<file path="src/rtl/xmpl_dsp_job_sched_if.sv">
// Requester and DSP-stage handshake bundle for the job scheduler.
interface xmpl_dsp_job_sched_if #(
  parameter int unsigned NUM_REQ = 4
) ();
  logic [NUM_REQ-1:0] req_i;
  logic [2:0]         stage_mask_i;
  logic [NUM_REQ-1:0] ack_o;
  logic [NUM_REQ-1:0] done_o;
  logic [NUM_REQ-1:0] err_o;
  logic               cic_status_i;
  logic               fft_status_i;
  logic               flt_status_i;
  logic               en_cic_o;
  logic               en_fft_o;
  logic               en_flt_o;

  modport master (
    output req_i, stage_mask_i, cic_status_i, fft_status_i, flt_status_i,
    input  ack_o, done_o, err_o, en_cic_o, en_fft_o, en_flt_o
  );

  modport slave (
    input  req_i, stage_mask_i, cic_status_i, fft_status_i, flt_status_i,
    output ack_o, done_o, err_o, en_cic_o, en_fft_o, en_flt_o
  );
endinterface

</file>
<file path="src/rtl/xmpl_dsp_job_sched.sv">
// Round-robin job scheduler: grants one requester at a time and sequences the
// enabled DSP stages CIC -> FFT -> FLT, each guarded by a timeout.
module xmpl_dsp_job_sched #(
  parameter int unsigned NUM_REQ     = 4,
  parameter int unsigned TIMEOUT_CYC = 1024,
  parameter int unsigned CNT_W       = 16
) (
  input  logic                clk_i,
  input  logic                reset_n_i,
  input  logic                en_i,
  xmpl_dsp_job_sched_if.slave bus_io,
  output logic                busy_o,
  output logic [2:0]          state_o,
  output logic [CNT_W-1:0]    job_cnt_o
);

  localparam int unsigned IdW = (NUM_REQ > 1) ? $clog2(NUM_REQ) : 1;
  localparam int unsigned TW  = $clog2(TIMEOUT_CYC);

  typedef enum logic [2:0] {
    StIdle  = 3'd0,
    StGrant = 3'd1,
    StCic   = 3'd2,
    StFft   = 3'd3,
    StFlt   = 3'd4,
    StDone  = 3'd5,
    StErr   = 3'd6
  } state_e;

  state_e             r_state, w_state_next;
  logic [IdW-1:0]     r_id, r_last_id, w_win_id, w_cand;
  logic               w_win_found;
  logic [2:0]         r_mask;
  logic [TW-1:0]      r_stage_cnt;
  logic [CNT_W-1:0]   r_job_cnt;
  logic               w_timeout;
  logic [NUM_REQ-1:0] w_id_oh;

  // Search upward from the requester after the last winner, wrapping.
  always_comb begin
    w_win_found = 1'b0;
    w_win_id    = r_last_id;
    w_cand      = '0;
    for (int unsigned i = 0; i < NUM_REQ; i++) begin
      w_cand = IdW'((32'(r_last_id) + 32'd1 + i) % NUM_REQ);
      if (!w_win_found && bus_io.req_i[w_cand]) begin
        w_win_found = 1'b1;
        w_win_id    = w_cand;
      end
    end
  end

  assign w_timeout = (r_stage_cnt == TW'(TIMEOUT_CYC - 1));

  // Status is checked before timeout so a same-cycle status still completes.
  always_comb begin
    w_state_next = r_state;
    case (r_state)
      StIdle:  if (en_i && (|bus_io.req_i)) w_state_next = StGrant;
      StGrant: begin
        if (r_mask[0])      w_state_next = StCic;
        else if (r_mask[1]) w_state_next = StFft;
        else if (r_mask[2]) w_state_next = StFlt;
        else                w_state_next = StDone;
      end
      StCic: begin
        if (bus_io.cic_status_i) begin
          if (r_mask[1])      w_state_next = StFft;
          else if (r_mask[2]) w_state_next = StFlt;
          else                w_state_next = StDone;
        end else if (w_timeout) begin
          w_state_next = StErr;
        end
      end
      StFft: begin
        if (bus_io.fft_status_i) w_state_next = r_mask[2] ? StFlt : StDone;
        else if (w_timeout)      w_state_next = StErr;
      end
      StFlt: begin
        if (bus_io.flt_status_i) w_state_next = StDone;
        else if (w_timeout)      w_state_next = StErr;
      end
      StDone:  w_state_next = StIdle;
      StErr:   w_state_next = StIdle;
      default: w_state_next = StIdle;
    endcase
  end

  always_ff @(posedge clk_i or negedge reset_n_i) begin
    if (!reset_n_i) begin
      r_state     <= StIdle;
      r_id        <= '0;
      r_last_id   <= IdW'(NUM_REQ - 1);
      r_mask      <= '0;
      r_stage_cnt <= '0;
      r_job_cnt   <= '0;
    end else begin
      r_state <= w_state_next;
      if (r_state == StIdle && w_state_next == StGrant) begin
        r_id   <= w_win_id;
        r_mask <= bus_io.stage_mask_i;
      end
      if (r_state == StGrant) r_last_id <= r_id;
      if (w_state_next != r_state) begin
        r_stage_cnt <= '0;
      end else if (r_state inside {StCic, StFft, StFlt}) begin
        r_stage_cnt <= r_stage_cnt + TW'(1);
      end
      if (r_state == StDone) r_job_cnt <= r_job_cnt + CNT_W'(1);
    end
  end

  assign w_id_oh         = NUM_REQ'(1) << r_id;
  assign bus_io.ack_o    = (r_state == StGrant) ? w_id_oh : '0;
  assign bus_io.done_o   = (r_state == StDone) ? w_id_oh : '0;
  assign bus_io.err_o    = (r_state == StErr) ? w_id_oh : '0;
  assign bus_io.en_cic_o = (r_state == StCic);
  assign bus_io.en_fft_o = (r_state == StFft);
  assign bus_io.en_flt_o = (r_state == StFlt);
  assign busy_o          = (r_state != StIdle);
  assign state_o         = r_state;
  assign job_cnt_o       = r_job_cnt;

endmodule

</file>
<file path="src/flat_wrapper.sv">
// flat-port wrapper written by rule: the top's interface ports become plain ports
module xmpl_dsp_job_sched_flat 
#(
  parameter int unsigned NUM_REQ     = 4,
  parameter int unsigned TIMEOUT_CYC = 1024,
  parameter int unsigned CNT_W       = 16
)
  (clk_i, reset_n_i, en_i, busy_o, state_o, job_cnt_o, bus_io_req_i, bus_io_stage_mask_i, bus_io_cic_status_i, bus_io_fft_status_i, bus_io_flt_status_i, bus_io_ack_o, bus_io_done_o, bus_io_err_o, bus_io_en_cic_o, bus_io_en_fft_o, bus_io_en_flt_o);
  xmpl_dsp_job_sched_if #(.NUM_REQ(NUM_REQ)) bus_io_i ();
  input  logic clk_i;
  input  logic reset_n_i;
  input  logic en_i;
  output logic busy_o;
  output logic [2:0] state_o;
  output logic [CNT_W-1:0] job_cnt_o;
  input wire logic [$bits(bus_io_i.req_i)-1:0] bus_io_req_i;
  input wire logic [$bits(bus_io_i.stage_mask_i)-1:0] bus_io_stage_mask_i;
  input wire logic [$bits(bus_io_i.cic_status_i)-1:0] bus_io_cic_status_i;
  input wire logic [$bits(bus_io_i.fft_status_i)-1:0] bus_io_fft_status_i;
  input wire logic [$bits(bus_io_i.flt_status_i)-1:0] bus_io_flt_status_i;
  output wire logic [$bits(bus_io_i.ack_o)-1:0] bus_io_ack_o;
  output wire logic [$bits(bus_io_i.done_o)-1:0] bus_io_done_o;
  output wire logic [$bits(bus_io_i.err_o)-1:0] bus_io_err_o;
  output wire logic [$bits(bus_io_i.en_cic_o)-1:0] bus_io_en_cic_o;
  output wire logic [$bits(bus_io_i.en_fft_o)-1:0] bus_io_en_fft_o;
  output wire logic [$bits(bus_io_i.en_flt_o)-1:0] bus_io_en_flt_o;
  assign bus_io_i.req_i = bus_io_req_i;
  assign bus_io_i.stage_mask_i = bus_io_stage_mask_i;
  assign bus_io_i.cic_status_i = bus_io_cic_status_i;
  assign bus_io_i.fft_status_i = bus_io_fft_status_i;
  assign bus_io_i.flt_status_i = bus_io_flt_status_i;
  assign bus_io_ack_o = bus_io_i.ack_o;
  assign bus_io_done_o = bus_io_i.done_o;
  assign bus_io_err_o = bus_io_i.err_o;
  assign bus_io_en_cic_o = bus_io_i.en_cic_o;
  assign bus_io_en_fft_o = bus_io_i.en_fft_o;
  assign bus_io_en_flt_o = bus_io_i.en_flt_o;
  xmpl_dsp_job_sched #(.NUM_REQ(NUM_REQ), .TIMEOUT_CYC(TIMEOUT_CYC), .CNT_W(CNT_W)) u_core (.clk_i(clk_i), .reset_n_i(reset_n_i), .en_i(en_i), .bus_io(bus_io_i), .busy_o(busy_o), .state_o(state_o), .job_cnt_o(job_cnt_o));
endmodule
</file>
<file path="config.mk">
export PLATFORM = sky130hd
export DESIGN_NAME = xmpl_dsp_job_sched_flat
export DESIGN_NICKNAME = d
export VERILOG_FILES = /design/src/rtl/xmpl_dsp_job_sched_if.sv /design/src/rtl/xmpl_dsp_job_sched.sv /design/src/flat_wrapper.sv
export SDC_FILE = /design/constraint.sdc
export NUM_CORES = 1
export LEC_CHECK = 0
export BUFFER_PORTS_ARGS = -buffer_cell sky130_fd_sc_hd__buf_4
export CORE_ASPECT_RATIO = 0.9
export CORE_MARGIN = 4
export CORE_UTILIZATION = 56
export DETAILED_ROUTE_END_ITERATION = 6
export GPL_TIMING_DRIVEN = 0
export PLACE_DENSITY = 0.82
export SETUP_SLACK_MARGIN = 0.5
export SYNTH_ARGS = -nofsm -noshare
export SYNTH_HDL_FRONTEND = slang
export SYNTH_SLANG_ARGS = --single-unit
</file>
<file path="constraint.sdc">
create_clock -name clk_i -period 5.3 [get_ports clk_i]
set_input_delay 1.59 -clock clk_i [delete_from_list [all_inputs] [get_ports clk_i]]
set_output_delay 1.59 -clock clk_i [all_outputs]
set_load 0.01 [all_outputs]
</file>
Word level (Yosys, flattened, before mapping)
Cells that the tools add are included.

storage, ports and cells
  bits in registers = 36
  bits of input ports = 13
  output and inout port bits = 35
  word-level logic and storage cells = 68

operators by class
  reduce and logical (&&, ||, !) cells = 13
  add/subtract/negate cells = 6
  shift operators = 1
  mux-type cells = 29
  $lt $le $gt $ge = 4
  eq/ne operators = 9

operators with widths
  kind                                                        number
  2-to-1 mux 3 bit                                            7
  2-to-1 mux 10 bit                                           2
  adder 16 x 1 -> 16 bit, second input constant               1
  case mux 3 bit (5 select lines)                             1
  less-than comparator 2 x 3 -> 1 bit, second input constant  4
  2-to-1 mux 4 bit                                            3
  adder 10 x 1 -> 10 bit, second input constant               1
  == test 10 bit, second input constant                       1
  == test 3 bit, second input constant                        3
  binary-select mux 1 bit (select 2 bit)                      4
  2-to-1 mux 1 bit                                            8
  2-to-1 mux 2 bit                                            4
  == test 3 x 1 -> 1 bit, second input constant               2
  == test 3 x 2 -> 1 bit, second input constant               2
  nonzero test 3 bit                                          2
  logical AND 1 bit                                           5
  adder 2 x 1 -> 2 bit, second input constant                 2
  adder 2 bit, second input constant                          2
  OR reduction 4 bit                                          1
  left shift 1 x 2 -> 4 bit, first input constant             1
  zero test 1 bit                                             3
  zero test 3 bit                                             1
  != test 3 bit                                               1
  nonzero test 2 bit                                          1

Logic depth before layout (Yosys ltp)
  word-level depth = 13
  depth in mapped cells = 7
  gate-level depth less buffers = 6

Worst setup path after synthesis
OpenSTA, ideal clock, no wires.

  path kind = in2reg
  from = in bus_io_req_i[0]
  to = reg u_core.r_stage_cnt[0]
  buffers on the path = 0
  slack = 2117 ps
  library setup time = 96 ps
  cell stages on the path = 5
  required time = 5204 ps
  arrival time = 3087 ps
  path through = or4_4 and3_4 a2111oi_4 o22ai_4 nor4_2

between the ends
  longest elaborated chain between the ends = 6
  elaborated cells between the ends (all ways) = 7
  classes of those cells = eq/ne (1); mux (3); reduce/logical (3)

RTL lines
  element                                                         RTL line                   RTL
  from (decl)                                                     flat_wrapper.sv:16         input wire logic [$bits(bus_io_i.req_i)-1:0] bus_io_req_i;
  OR reduction 4 bit (*)                                          xmpl_dsp_job_sched.sv:59   StIdle: if (en_i && (|bus_io.req_i)) w_state_next = StGrant;
  logical AND 1 bit (*)                                           xmpl_dsp_job_sched.sv:59
  2-to-1 mux 3 bit (*)                                            xmpl_dsp_job_sched.sv:59
  case mux 3 bit (5 select lines) (*)                             xmpl_dsp_job_sched.sv:58   case (r_state)
  != test 3 bit (*)                                               xmpl_dsp_job_sched.sv:104  if (w_state_next != r_state) begin
  2-to-1 mux 10 bit / nonzero test 2 bit (equally long branches)  n/a
  to (signal assigned)                                            xmpl_dsp_job_sched.sv:107  r_stage_cnt <= r_stage_cnt + TW'(1);
  to (decl)                                                       xmpl_dsp_job_sched.sv:34   logic [TW-1:0] r_stage_cnt;

Mark *: on every way between the ends. The rest lies on a longest branch, timed or not.
A chain may end at the register's enable or synchronous reset.

Worst setup path in the final report
  from = reg u_core.r_state[0] (netlist: u_core.state_o[0])
  to = out bus_io_ack_o[0]

between the ends
  longest elaborated chain between the ends = 2

RTL lines
  element                 RTL line                   RTL
  from (decl)             xmpl_dsp_job_sched.sv:30   state_e r_state, w_state_next;
  from (signal assigned)  xmpl_dsp_job_sched.sv:91   r_state <= StIdle;
  from (signal assigned)  xmpl_dsp_job_sched.sv:98   r_state <= w_state_next;
  == test 3 x 1 -> 1 bit  xmpl_dsp_job_sched.sv:114  assign bus_io.ack_o = (r_state == StGrant) ? w_id_oh : '0;
  2-to-1 mux 4 bit        xmpl_dsp_job_sched.sv:114
  to (decl)               flat_wrapper.sv:21         output wire logic [$bits(bus_io_i.ack_o)-1:0] bus_io_ack_o;

Every way passes these cells.

==> results.sh <==
export IMPL_fp_dieH_um=65.8
export IMPL_rsz0062_at_grt="false"
export IMPL_boundaryPins=48
export IMPL_numCtsBuffers=5
export IMPL_cellLeakagePower_uw=0.00117
export IMPL_path_class="reg2out"
export IMPL_synth_cells=213
export IMPL_worst_path_max_fanout=10
export IMPL_status="finished clean"
export IMPL_core_um2=3480
export IMPL_die_area_um2=4750
export IMPL_hold_viol=0
export IMPL_cts_path_max_buffers=2
export IMPL_max_cap_violations=0
export IMPL_cp_end_kind="primary output"
export IMPL_worst_ep_required_time_ps=3710
export IMPL_pwr_density_cell_nw_per_um2=442
export IMPL_nNetsFinal=282
export IMPL_synth_top_cells_by_count="dfrtp_1, nand2_1, nor2_1"
export IMPL_hp_class="reg2reg"
export IMPL_synth_edf_count=0
export IMPL_postSynthAreaPerCell_um2=9.76
export IMPL_total_power_uw=1150
export IMPL_netlist_area_leader_share_pct=40.9
export IMPL_clk_pin_slew_ps=70
export IMPL_synth_flop_cell="dfrtp_1"
export IMPL_r2r_cells=6
export IMPL_worstHoldStart="u_core.job_cnt_o[15]"
export IMPL_async_flop_share_pct=100
export IMPL_setup_violations=0
export IMPL_layout_worst_path_cycle_share_pct=64.0
export IMPL_fin_crit_ps=3390
export IMPL_worst_slack_ps=1910
export IMPL_synth_seq_area_share_pct=43.5
export IMPL_first_pass_iters=4
export IMPL_cts_setup_buffers=0
export IMPL_cts_hold_buffers_added=0
export IMPL_skew_ps=6.61
export IMPL_min_to="u_core.job_cnt_o[15]"
export IMPL_reg2reg_to="u_core.r_stage_cnt[7]"
export IMPL_area_growth_pct=24.8
export IMPL_synth_seq_cells=36
export IMPL_grt_pass1_vias=1763
export IMPL_r2r_start="u_core.state_o[2]"
export IMPL_clk_latency_ps=290
export IMPL_syn_num_nets=228
export IMPL_cp_arrival_ps=1800
export IMPL_ant_nets=0
export IMPL_drive_gt1_share_pct=29.5
export IMPL_yosysWarnings=0
export IMPL_yosysMostFrequentCell="dfrtp_1"
export IMPL_post_cts_resized=0
export IMPL_root_buffer="clkbuf_8"
export IMPL_cts_sink_count=36
export IMPL_routed_via_count=1774
export IMPL_maxSlewHeadroom_pct=51.8
export IMPL_htreeDepth=2
export IMPL_whs_path_depth=1
export IMPL_first_iter_violations=92
export IMPL_synthTopCellsByArea="dfrtp_1, nor4_2, xnor2_1"
export IMPL_initial_utilization_pct=59.7
export IMPL_wire_per_inst_um=15.4
export IMPL_start_kind="flip-flop"
export IMPL_overflow=0
export IMPL_dieWidth_um=72.2
export IMPL_setup_tns_final_ps=0
export IMPL_finalInstanceArea_um2=2590
export IMPL_antenna_cells=0
export IMPL_grt_pass1_wl_mm=8.28
export IMPL_placed_area_um2=2490
export IMPL_antenna_found_initial=0
export IMPL_io_buffers=47
export IMPL_pre_cts_slack_ps=1820
export IMPL_tightest_slew_ps=722
export IMPL_drc_errors=0
export IMPL_rows=20
export IMPL_vdd_drop_max_v=0.000368
export IMPL_grt_total_usage_pct=22.1
export IMPL_fillers=268
export IMPL_grt_max_degree=37
export IMPL_place_gp_congestion=0.822
export IMPL_synth_top_cell_by_area="dfrtp_1"
export IMPL_cts_tree="built"
export IMPL_syn_area_um2=2080
export IMPL_synth_cell_types=45
export IMPL_r2r_setup_slack_ps=3130
export IMPL_slew_viol_final=0
export IMPL_routed_wl_mm=4.80
export IMPL_hpwlAfterDp_mm=3.49
export IMPL_fmax_mhz=295
export IMPL_via_per_inst=5.69
-- registers in the layout, indices dropped and copies added, names as in the netlist --
| name | flops |
|---|---|
| u_core.r_mask | 3 |
| u_core.r_last_id | 2 |
| u_core.r_stage_cnt | 10 |
| u_core.job_cnt_o | 16 |
| u_core.r_id | 2 |
| u_core.state_o | 3 |
-- cell usage in the layout, fill, tap and decap left out, types with 3 or more instances in the layout --
master | Yosys | final
a21oi_1 | 3 | 3
and3_1 | 3 | 3
buf_2 | 4 | 4
buf_4 | 0 | 47
clkbuf_1 | 3 | 4
clkbuf_8 | 0 | 5
dfrtp_1 | 34 | 34
inv_1 | 7 | 7
nand2_1 | 32 | 32
nand2b_1 | 5 | 5
nand3_1 | 10 | 10
nand4_1 | 8 | 8
nor2_1 | 19 | 19
nor2b_1 | 3 | 3
nor3_1 | 6 | 6
nor4_2 | 10 | 10
o21ai_0 | 4 | 4
xnor2_1 | 14 | 14
xor2_1 | 10 | 10
-- cell families (layout without fill, tap and decap cells) --
family                   after synthesis  in the layout  synth area share (%)
AO/OA/AOI/OAI                         24             24                  10.8
multiplexers                           4              4                  2.05
AND/OR/NAND/NOR                      107            107                  29.3
adder cells (fa/ha/maj)                2              2                  1.20
flip-flops                            36             36                  43.5
XOR/XNOR                              24             24                  10.1
buffers and inverters                 16             71                  3.13
-- worst max-delay path, stage by stage (launching register included) --
cell and delay, ps:
dfrtp_1 370, buf_2 190, buf_2 250, nand3_1 330, nor3_1 230, buf_4 150
-- worst max path at each step --
stage / from / end / slack (ps)
finish: u_core.state_o[0] / bus_io_ack_o[0] / 1910
CTS: u_core.state_o[0] / bus_io_ack_o[0] / 1920
global route: u_core.state_o[0] / bus_io_ack_o[0] / 1730
floorplan: bus_io_req_i[0] / u_core.r_stage_cnt[0] / 2120
global placement: bus_io_req_i[0] / u_core.r_stage_cnt[1] / 1900
detailed placement: bus_io_req_i[0] / u_core.r_stage_cnt[7] / 1820
-- power by group --
part           switching (uW)  total (uW)  internal (uW)
clock                    97.7         237            140
combinational             308         517            210
sequential               60.6         391            331
-- area by class of cell --
type	count	area [um2]	share of cell area, %
plain buffers	8	35.0	1.35
clock buffers	6	72.6	2.80
clock inverters	2	35.0	1.35
inverters	8	30.0	1.16
multi-input cells	161	1110	42.8
flip-flops and latches	36	903	34.8
well taps	44	55.1	2.12
repair buffers	47	353	13.6
-- through the flow --
step | std cells | utilization (%) | hold WS (ps)
final | 312 | 74.6 | 487
after global routing | 312 | 74.6 | 509
after CTS | 312 | 74.6 | 489
after detailed placement | 304 | 71.5 | 475
after global placement | 304 | 71.5 | 463
after floorplan | 213 | - | 460
-- metal layers --
| metal | wire length, um | global-route usage (%) | up-vias |
|---|---|---|---|
| li1 | - | - | 870 |
| met1 | 2110 | 29.4 | 845 |
| met2 | 2370 | 36.4 | 53 |
| met3 | 280 | 4.41 | 6 |
| met4 | 32 | 6.57 | 0 |
| met5 | 0 | 0 | - |
Note: power is estimated with default switching activity, not from simulation.
